[src/rtl/pool2x2_window_pkg.sv]
// Shared definitions for the 2x2 stride-2 pooling window stage:
// row-phase state encoding, pooling-mode constants and a width helper.
package pool2x2_window_pkg;

  typedef enum logic [1:0] {
    IDLE     = 2'd0,
    EVEN_ROW = 2'd1,
    ODD_ROW  = 2'd2
  } state_t;

  localparam int POOL_MAX = 1;
  localparam int POOL_AVG = 0;

  // Bits needed to count 0..v-1; never less than 1.
  function automatic int clog2(input int v);
    int r;
    r = 0;
    while ((1 << r) < v) r++;
    return (r < 1) ? 1 : r;
  endfunction

endpackage

[src/rtl/pool2x2_window_pair_combine.sv]
// Combinational pairwise combine: widened signed sum (average mode)
// or signed maximum (max mode), on two sign-extended operands.
module pool_pair_combine
  import pool2x2_window_pkg::*;
#(
  parameter int N     = 8,
  parameter int ptype = POOL_MAX
) (
  input  logic signed [N:0]   a,
  input  logic signed [N:0]   b,
  output logic signed [N+1:0] y
);

  always_comb begin
    y = '0;
    if (ptype == POOL_AVG) begin
      y = {a[N], a} + {b[N], b};
    end else begin
      y = (a > b) ? {a[N], a} : {b[N], b};
    end
  end

endmodule

[src/rtl/pool2x2_window.sv]
// Streaming 2x2 stride-2 pooling window: pairs pixels horizontally, keeps
// one half-row of partial results, and emits one pooled pixel per window.
//
// state    | meaning
// IDLE     | waiting for start, input closed
// EVEN_ROW | first row of a window pair; horizontal results go to line buffer
// ODD_ROW  | second row; line buffer entry combined with h into a result
module pool2x2_window
  import pool2x2_window_pkg::*;
#(
  parameter int N     = 8,
  parameter int Q     = 4,
  parameter int ptype = 1,
  parameter int IMG_W = 28,
  parameter int IMG_H = 28
) (
  input  logic         clk,
  input  logic         rst_n,
  input  logic         ce,
  input  logic         start,
  input  logic         in_valid,
  output logic         in_ready,
  input  logic [N-1:0] in_data,
  output logic         out_valid,
  input  logic         out_ready,
  output logic [N-1:0] out_data,
  output logic         busy,
  output logic         frame_done
);

  localparam int CW   = (clog2(IMG_W) < 2) ? 2 : clog2(IMG_W);
  localparam int RW   = clog2(IMG_H);
  localparam int LB_D = IMG_W / 2;

  state_t         state_q, state_d;
  logic [CW-1:0]  col_q, col_d;
  logic [RW-1:0]  row_q, row_d;
  logic [N-1:0]   pair_q, pair_d;
  logic           last_in_q, last_in_d;
  logic           out_valid_q, out_valid_d;
  logic [N-1:0]   out_data_q, out_data_d;
  logic           busy_q, busy_d;
  logic           frame_done_q, frame_done_d;

  logic [N:0]     lb_q [LB_D];

  logic              in_hs, col_last, row_last, load, drain, final_hs;
  logic [CW-2:0]     lb_idx;
  logic [N:0]        lb_rd, h_st;
  logic signed [N:0] h_a, h_b, v_a, v_b;
  logic signed [N+1:0] h_y, v_y, v_sh;
  logic [N-1:0]      res;
  logic              unused_bits;

  assign in_ready = ce && busy_q && !last_in_q && (!out_valid_q || out_ready);
  assign in_hs    = in_valid && in_ready;
  assign col_last = (col_q == CW'(IMG_W - 1));
  assign row_last = (row_q == RW'(IMG_H - 1));
  assign lb_idx   = col_q[CW-1:1];
  assign lb_rd    = lb_q[lb_idx];

  assign h_a = {pair_q[N-1], pair_q};
  assign h_b = {in_data[N-1], in_data};
  // Max results fit in N bits, so the stored top bit is kept at zero.
  assign h_st = (ptype == POOL_MAX) ? {1'b0, h_y[N-1:0]} : h_y[N:0];
  assign v_a  = (ptype == POOL_MAX) ? {lb_rd[N-1], lb_rd[N-1:0]} : lb_rd;
  assign v_b  = h_y[N:0];
  assign v_sh = v_y >>> 2;
  assign res  = (ptype == POOL_MAX) ? v_y[N-1:0] : v_sh[N-1:0];
  assign unused_bits = ^{h_y[N+1], v_sh[N+1:N]};

  pool_pair_combine #(.N(N), .ptype(ptype)) u_h_combine (.a(h_a), .b(h_b), .y(h_y));
  pool_pair_combine #(.N(N), .ptype(ptype)) u_v_combine (.a(v_a), .b(v_b), .y(v_y));

  assign load     = in_hs && (state_q == ODD_ROW) && col_q[0];
  assign drain    = ce && out_valid_q && out_ready;
  assign final_hs = drain && last_in_q;

  always_comb begin
    state_d      = state_q;
    col_d        = col_q;
    row_d        = row_q;
    pair_d       = pair_q;
    last_in_d    = last_in_q;
    out_valid_d  = out_valid_q;
    out_data_d   = out_data_q;
    busy_d       = busy_q;
    frame_done_d = frame_done_q;
    if (ce) begin
      frame_done_d = 1'b0;
      case (state_q)
        IDLE: if (start) begin
          state_d   = EVEN_ROW;
          busy_d    = 1'b1;
          col_d     = '0;
          row_d     = '0;
          last_in_d = 1'b0;
        end
        EVEN_ROW: if (in_hs && col_last) state_d = ODD_ROW;
        ODD_ROW: begin
          if (in_hs && col_last && !row_last) state_d = EVEN_ROW;
          if (in_hs && col_last && row_last) last_in_d = 1'b1;
          if (final_hs) begin
            state_d      = IDLE;
            busy_d       = 1'b0;
            frame_done_d = 1'b1;
            last_in_d    = 1'b0;
          end
        end
        default: state_d = IDLE;
      endcase
      if (in_hs) begin
        if (!col_q[0]) pair_d = in_data;
        col_d = col_last ? '0 : col_q + 1'b1;
        if (col_last) row_d = row_last ? '0 : row_q + 1'b1;
      end
      if (drain) out_valid_d = 1'b0;
      if (load) begin
        out_valid_d = 1'b1;
        out_data_d  = res;
      end
    end
  end

  always_ff @(posedge clk or negedge rst_n) begin
    if (!rst_n) begin
      state_q      <= IDLE;
      col_q        <= '0;
      row_q        <= '0;
      pair_q       <= '0;
      last_in_q    <= 1'b0;
      out_valid_q  <= 1'b0;
      out_data_q   <= '0;
      busy_q       <= 1'b0;
      frame_done_q <= 1'b0;
    end else begin
      state_q      <= state_d;
      col_q        <= col_d;
      row_q        <= row_d;
      pair_q       <= pair_d;
      last_in_q    <= last_in_d;
      out_valid_q  <= out_valid_d;
      out_data_q   <= out_data_d;
      busy_q       <= busy_d;
      frame_done_q <= frame_done_d;
    end
  end

  always_ff @(posedge clk) begin
    if (in_hs && (state_q == EVEN_ROW) && col_q[0]) lb_q[lb_idx] <= h_st;
  end

  assign out_valid  = out_valid_q;
  assign out_data   = out_data_q;
  assign busy       = busy_q;
  assign frame_done = frame_done_q;

endmodule

[config.mk]
export PLATFORM = sky130hd
export DESIGN_NAME = pool2x2_window
export DESIGN_NICKNAME = d
export VERILOG_FILES = /design/src/rtl/pool2x2_window_pkg.sv /design/src/rtl/pool2x2_window_pair_combine.sv /design/src/rtl/pool2x2_window.sv
export SDC_FILE = /design/constraint.sdc
export NUM_CORES = 1
export LEC_CHECK = 0
export ABC_AREA = 1
export BUFFER_PORTS_ARGS = -buffer_cell sky130_fd_sc_hd__buf_2
export CORE_MARGIN = 8
export CORE_UTILIZATION = 40
export DETAILED_ROUTE_END_ITERATION = 16
export PLACE_DENSITY = 0.55
export SLEW_MARGIN = 15
export SYNTH_ARGS = -nofsm -noshare
export SYNTH_HDL_FRONTEND = slang
export SYNTH_SLANG_ARGS = --single-unit
[constraint.sdc]
create_clock -name clk -period 3.7 [get_ports clk]
set_input_delay 0.74 -clock clk [delete_from_list [all_inputs] [get_ports clk]]
set_output_delay 0.74 -clock clk [all_outputs]
set_load 0.02 [all_outputs]
* Word-level counts from Yosys, hierarchy flattened *
Memory sizes are Yosys's and may differ from the RTL's.
Index checks and enable logic that the tools add are counted.

word-level totals
  memories = 1
  flip-flop bits (word level) = 32
  RAM bits = 112
  bits of input ports = 14
  output and inout port bits = 12
  word-level logic and storage cells = 83

memories
  memory  words  width  rd ports  clocked after memory_dff  write ports  line                  text
  lb_q    14     8      1         0                         1            pool2x2_window.sv:45  logic [N:0] lb_q [LB_D];

cells by class
  equal/unequal tests = 9
  reductions and logical operators = 30
  bitwise gates (word level) = 1
  $add $sub $neg = 2
  multiplexer cells = 29
  $lt $le $gt $ge = 2

operators by type and width
  operator             count
  $mux 5               9
  $logic_and 1x1->1    14
  $reduce_and 4->1     3
  $mux 1               11
  $add 5x1->5 const B  2
  $eq 5x5->1 const B   2
  $gt 8x9->1           1
  $mux 9               1
  $gt 8x8->1           1
  $mux 2               4
  $mux 8               1
  $reduce_bool 2->1    4
  $ne 2x2->1 const B   3
  $ne 3x2->1 const B   2
  $pmux 2 s3           1
  $reduce_and 3->1     2
  $pmux 1 s2           2
  $reduce_and 2->1     2
  $logic_not 1->1      3
  $eq 2x1->1 const B   1
  $eq 2x2->1 const B   1
  $logic_not 2->1      1
  $logic_or 1x1->1     1
  $not 1->1            1

* Logic depth before layout (Yosys ltp) *
Gate-level depths: netlist (run 1).

  depth after elaboration = 9
  depth in mapped cells = 27
  depth with buffers taken out = 27

* Modules after synthesis *
Synthesis (run 1) repeated with hierarchy kept, for this count alone.

second synthesis, totals
  cells, all modules = 631
  area, all modules = 6686.4 sq um

modules (own cells, without submodules)
  module             times used  cells each  sequential area each (sq um)  area each (sq um)
  pool2x2_window     1           477         4164.0                        5845.6
  pool_pair_combine  2           77          0.0                           420.4

* Least setup slack after synthesis (run 1) *
OpenSTA, ideal clock, no wires.

  kind = input to register
  from = in in_data[5]
  to = reg out_data_q[0], in the netlist out_data[0]
  setup time = 0.116 ns
  arrival = 3.410 ns
  path slack = 0.174 ns
  data required time = 3.584 ns
  buffers on the path = 0
  cell stages on the path = 20
  path through = inv_1 > ha_1 > a21oi_1 > nor2_1 > nor2_1 > nand3_1 > nand3_1 > nand2_1 > nand2_1 > inv_1 > ha_1 > a211o_1 > inv_1 > nand2_1 > nand2_1 > nand2_1 > inv_1 > nand3_1 > nand2_1 > nand2_1

between the ends
  word-level cells in the longest chain between the ends = 4

ends and longest elaborated chain
  element               line                               text
  start, declared       pool2x2_window.sv:23               input logic [N-1:0] in_data,
  $gt 8x8->1            pool2x2_window_pair_combine.sv:19  y = (a > b) ? {a[N], a} : {b[N], b};
  $mux 9                pool2x2_window_pair_combine.sv:19
  via h_y[6]            pool2x2_window.sv:51               logic signed [N+1:0] h_y, v_y, v_sh;
  $gt 8x9->1            pool2x2_window_pair_combine.sv:19
  $mux 8                pool2x2_window_pair_combine.sv:19
  end signal, assigned  pool2x2_window.sv:143              out_data_q <= out_data_d;
  end, declared         pool2x2_window.sv:41               logic [N-1:0] out_data_q, out_data_d;

The timed path passes the listed nets, and every way through them passes these cells.
A chain may end at the register's enable or synchronous reset.

* Final worst setup path (run 1) *
  from = in in_data[5]
  to = reg out_data_q[2], in the netlist out_data[2]

between the ends
  word-level cells in the longest chain between the ends = 4

ends and longest elaborated chain
  element         line
  $gt 8x8->1 (*)  pool2x2_window_pair_combine.sv:19
  $mux 9 (*)      pool2x2_window_pair_combine.sv:19
  via h_y[2]      pool2x2_window.sv:51
  $gt 8x9->1      pool2x2_window_pair_combine.sv:19
  $mux 8 (*)      pool2x2_window_pair_combine.sv:19

The timed path passes the listed nets; every way through them passes the cells marked *.

==> flow_summary.toml, run 1 <==
[outcome]
status = "finished, final reports clean"

[logic_synthesis]
synth_most_common_cell = "nand2_1"
synth-seq-cells = 144
synth_top_area_cell = "edfxtp_1"
async_flop_share_pct = 22.2
synth-edff-count = 112
synth_cells = 644
synth_area_leaders = "edfxtp_1, nand2_1, dfrtp_1"
syn_nets = 676
netlist_top_cells_count = "nand2_1, edfxtp_1, inv_1, nor2_1, o21ai_0"
synth_cell_types = 30
synth_flop_cell = "edfxtp_1"
avgSynthCellArea_sq_um = 10.1
yosysSeqAreaShare_pct = 64.1
synth_warnings = 0
synthesis.area_sq_mm = 0.00649
synth_top_area_share_pct = 51.8

[power]
total_power_mw = 5.74
peakVddDrop_mv = 0.447
cellLeakagePower_nw = 3.23
p_per_area_mw_per_mm2 = 752

[sta]
slew_headroom_pct = 50.3
slew_viol_final = 0
worst_pin_slew_ns = 0.743
setup_slack_ns = 0.445
fmax_mhz = 307
hold_viol = 0
skew_ns = 0.00810
finalSetupViolations = 0
period_needed_ns = 3.26
post-route-period-util_pct = 88.0
setup_tns_ns = 0
rsz0062_at_grt = "no"

[clock_tree]
clk_pin_slew_worst_paths_ns = 0.06
cts_made_buffers = 17
cts_sinks = 144
clk_latency_ns = 0.42
post_cts_buffers = 0
clockRootBuffer = "clkbuf_16"
htreeDepth = 4
clock_path_buffers = 2
hold_buffers = 0
tritoncts = "done"
cts_resized = 0

[worst_setup_path]
worst_path_largest_cell_delay_ns = 0.31
critPathLaunchType = "input pin"
crit_family = "simple AND/OR/NAND/NOR gates"
reg2regPathDepth = 21
cp.arrival_ns = 3.56
rrSetupSlack_ns = 0.49
worstPathRequired_ns = 4.01
path_common_cell = "nand2_1"
slowest_stage = "ha_1"
timing.rr.start = "col_q[1]"
path_depth = 24
crit_path_end_kind = "register"
crit_path_start = "in_data[5]"
path_cells = "buf_2, inv_1, ha_1, a21oi_1, nor2_1, nor2_1, nand3_1, nand3_1, nand2_1, nand2_1, inv_1, ha_1, nand2_1, nor2_1, nand2_1, nand3_1, nand2_1, nand2_1, nand2_1, nand2_1, inv_1, nand3_1, nand2_1, nand2_1"
critPathBufInv = 4
critPathCapture = "out_data[2]"
reg2reg_to = "out_data[2]"
crit_path_max_fanout = 8
worstSetupPathType = "in2reg"

[layout]
final_nets = 735
multi_input_area_sq_mm = 0.00203
diodes = 0
drive_gt1_share_pct = 13.7
syn_to_final_growth_pct = 17.5
fillCellCount = 1498
ff_latch_area_sq_mm = 0.00416

[floorplan]
die_w_um = 143
core-area_sq_mm = 0.0159
dieArea_sq_mm = 0.0206
num_rows = 46
pin_count = 26
die_h_um = 143
initial_utilization_pct = 40.9

[job]
drv_cap = 0

[placement]
hpwlAfterDp_um = 10500
place_ws_ns = 0.0661
place_congestion = 0.864
port_buffers = 25

[drt]
viasPerCell = 4.98
wire_per_inst_um = 16.7
drc = 0
drtPass1Iterations = 4
drtIter0Drc = 301
ant_nets = 0
vias = 4644
drt-total-wl_um = 15600

[global_route]
grt_pass1_wl_um = 24800
grt_max_degree = 33
grt_remaining_overflow = 0
grt_usage_pct = 16.2
antenna_found_initial = 0
grt_pass1_vias = 4572

[min_path]
hold_class = "in2async"
==> per-stage QoR <==
stage | cells | instance area, sq um | util [%] | hold slack, ns
after floorplan | 644 | 6490 | - | 0.444
after global placement | 900 | 7040 | 44.3 | 0.462
after detailed placement | 900 | 7040 | 44.3 | 0.460
after CTS | 932 | 7630 | 48.1 | 0.389
after global routing | 932 | 7630 | 48.1 | 0.440
final | 932 | 7630 | 48.1 | 0.378
==> flip-flops by register name (all words and copies together), names as in the netlist <==
name / count
out_data: 8
row_q: 5
col_q: 5
state_q: 2
out_valid: 1
frame_done: 1
lb_q: 112
busy: 1
pair_q: 8
last_in_q: 1
==> worst min path at each step <==
| stage | depth (start not counted) | slack [ns] | startpoint | end |
|---|---|---|---|---|
| floorplan | 0 | 0.44 | rst_n | busy |
| global placement | 2 | 0.46 | out_data[7] | out_data[7] |
| detailed placement | 2 | 0.46 | out_data[7] | out_data[7] |
| CTS | 1 | 0.39 | rst_n | row_q[1] |
| global route | 1 | 0.44 | rst_n | row_q[1] |
| finish | 1 | 0.38 | rst_n | busy |
==> logic make-up after synthesis <==
logic type	share of synthesized area, %
compound gates	5.53
xor+xnor	0.135
fa+ha+maj	3.47
buf+inv	4.58
flops	64.1
simple gates	22.2
==> cells in the final DEF, fill, tap and decap left out, drive strengths merged <==
cell and instances:
a211o 1, a21oi 24, a22o 1, a31oi 1
a32o 1, buf 53, bufinv 3, clkbuf 18
clkinv 6, clkinvlp 5, dfrtp 32, edfxtp 112
ha 18, inv 59, nand2 234, nand3 21
nand4 28, nor2 54, nor3 3, nor4 1
o21ai 35, o22ai 3, o31ai 1, or2 1
xor2 1
==> where the power goes <==
part           switching (mW)  internal (mW)
clock network           0.661           1.06
logic                    1.26          0.565
registers              0.0737           2.12
==> cell type report <==
type / count / area share, %
well taps: 216 / 3.54
repair buffers: 53 / 4.56
clock inverters: 14 / 2.20
flip-flops and latches: 144 / 54.5
clock buffers: 18 / 5.62
multi-input cells: 428 / 26.6
inverters: 59 / 2.90
==> metal layers <==
layer	vias to the layer above	global-route usage [%]	share of wire (%)
li1	2294	-	-
met1	2213	20.8	46
met2	114	25.9	48
met3	23	3.58	4.7
met4	0	6.59	1.8
met5	-	0	0
Power figures use the tool's default switching activity.
==> run 2, diff against run 1 <==
--- a/config.mk
+++ b/config.mk
@@ -7,6 +7,7 @@
 export LEC_CHECK = 0
 export ABC_AREA = 1
 export BUFFER_PORTS_ARGS = -buffer_cell sky130_fd_sc_hd__buf_2
+export CORE_ASPECT_RATIO = 1.75
 export CORE_MARGIN = 8
 export CORE_UTILIZATION = 40
 export DETAILED_ROUTE_END_ITERATION = 16
==> flow_summary.toml, run 2 (synthesis results as in run 1) <==
[outcome]
status = "finished, final reports clean"

[drt]
ant_nets = 0
wire_per_inst_um = 17.3
drtPass1Iterations = 4
drt-total-wl_um = 15700
drtIter0Drc = 321
drc = 0
viasPerCell = 5.17
vias = 4685

[clock_tree]
clockRootBuffer = "clkbuf_16"
clock_path_buffers = 2
clk_pin_slew_worst_paths_ns = 0.06
cts_made_buffers = 17
tritoncts = "done"
cts_sinks = 144
clk_latency_ns = 0.41
htreeDepth = 4
hold_buffers = 0

[layout]
top_register = "lb_q"
final_nets = 736
fillCellCount = 1487
fin_cells = 906
drive_gt1_share_pct = 13.9
final_common_cell = "nand2_1"
syn_to_final_growth_pct = 16.9
largest_register_ffs = 112
final_cell_mix = "nand2_1, edfxtp_1, inv_1"
diodes = 0

[power]
cellLeakagePower_nw = 3.24
p_per_area_mw_per_mm2 = 749
peakVddDrop_mv = 0.580
total_power_mw = 5.68

[global_route]
grt.busiest_layer = "met2"
grt_remaining_overflow = 0
grt_usage_pct = 16.2
grt_pass1_vias = 4980
use_met3_pct = 3.28
met1_usage_pct = 15.9
grt_pass1_wl_um = 25700
grt_max_degree = 33
antenna_found_initial = 0
use_met2_pct = 32.4

[placement]
port_buffers = 25
place_congestion = 0.881
hpwlAfterDp_um = 11400
dp.cells = 872

[worst_setup_path]
crit_family = "simple AND/OR/NAND/NOR gates"
worstPathRequired_ns = 4.01
rrSetupSlack_ns = 0.50
critPathBufInv = 5
slowest_stage = "ha_1"
path_common_cell = "nand2_1"
crit_path_end_kind = "register"
timing.rr.start = "col_q[1]"
reg2regPathDepth = 22
cp.arrival_ns = 3.51
worstSetupPathType = "in2reg"
worst_path_largest_cell_delay_ns = 0.30
reg2reg_to = "out_data[4]"
crit_path_max_fanout = 8
critPathLaunchType = "input pin"
path_cells = "buf_2, inv_1, ha_1, a21oi_1, nor2_1, nor2_1, nand3_1, nand3_1, nand2_1, nand2_1, inv_1, ha_1, a211o_1, inv_1, nand2_1, nand2_1, nand2_1, inv_1, nand3_1, nand2_1, nand2_1"

[floorplan]
pin_count = 26
num_rows = 61
die_w_um = 112
core-area_sq_mm = 0.0159
dieArea_sq_mm = 0.0207
die_h_um = 185
initial_utilization_pct = 40.9

[sta]
slew_headroom_pct = 47.3
setup_tns_ns = 0
finalSetupViolations = 0
hold_viol = 0
rsz0062_at_grt = "no"
period_needed_ns = 3.21
worst_pin_slew_ns = 0.788
fmax_mhz = 312
skew_ns = 0.00982
slew_viol_final = 0
post-route-period-util_pct = 86.7

[job]
drv_cap = 0

[min_path]
hold_class = "in2async"
## run 2: stage by stage
| step | utilization (%) | area (sq um) | setup WS, ns | hold slack, ns |
|---|---|---|---|---|
| floorplan | - | 6490 | 0.174 | 0.444 |
| global placement | 44.1 | 7000 | 0.0766 | 0.470 |
| detailed placement | 44.1 | 7000 | 0.0785 | 0.467 |
| CTS | 47.7 | 7570 | 0.337 | 0.395 |
| global route | 47.8 | 7590 | 0.0515 | 0.439 |
| finish | 47.8 | 7590 | 0.494 | 0.388 |
## run 2: layer usage
layer / vias to the layer above / wire, um
met3: 20 / 421
met2: 76 / 9000
met1: 2293 / 6030
met4: 0 / 241
li1: 2296 / -
met5: - / 0
## run 2: final cells by class
class | count | area [sq um] | share of cell area (%)
clock buffer | 22 | 508 | 6.69
timing repair buffer | 54 | 355 | 4.68
inverter | 59 | 225 | 2.97
sequential | 144 | 4160 | 54.9
clock inverter | 10 | 68.8 | 0.907
multi-input combinational | 428 | 2030 | 26.8
tap | 189 | 236 | 3.12
## run 2: repair_timing
action                                  4_1_cts  5_1_grt
endpoints found under the setup margin        0        1
gates resized for setup                       0        1
setup buffers                                 0        2
## run 2: power breakdown
part | internal, mW | leakage, nW | switching, mW
registers | 2.12 | 1.44 | 0.0782
logic | 0.575 | 1.51 | 1.25
clock network | 0.983 | 0.291 | 0.675
total | 3.68 | 3.24 | 2.00
## run 2: how the worst max path moves through the flow
stage | depth (start not counted) | from | slack (ns) | to
6_report | 21 | in_data[5] | 0.49 | out_data[4]
5_1_grt | 24 | in_data[5] | 0.05 | out_data[7]
3_5_place_dp | 21 | in_data[5] | 0.08 | out_data[4]
3_3_place_gp | 21 | in_data[5] | 0.08 | out_data[4]
4_1_cts | 20 | col_q[1] | 0.34 | out_data[4]
2_1_floorplan | 20 | in_data[5] | 0.17 | out_data[0]
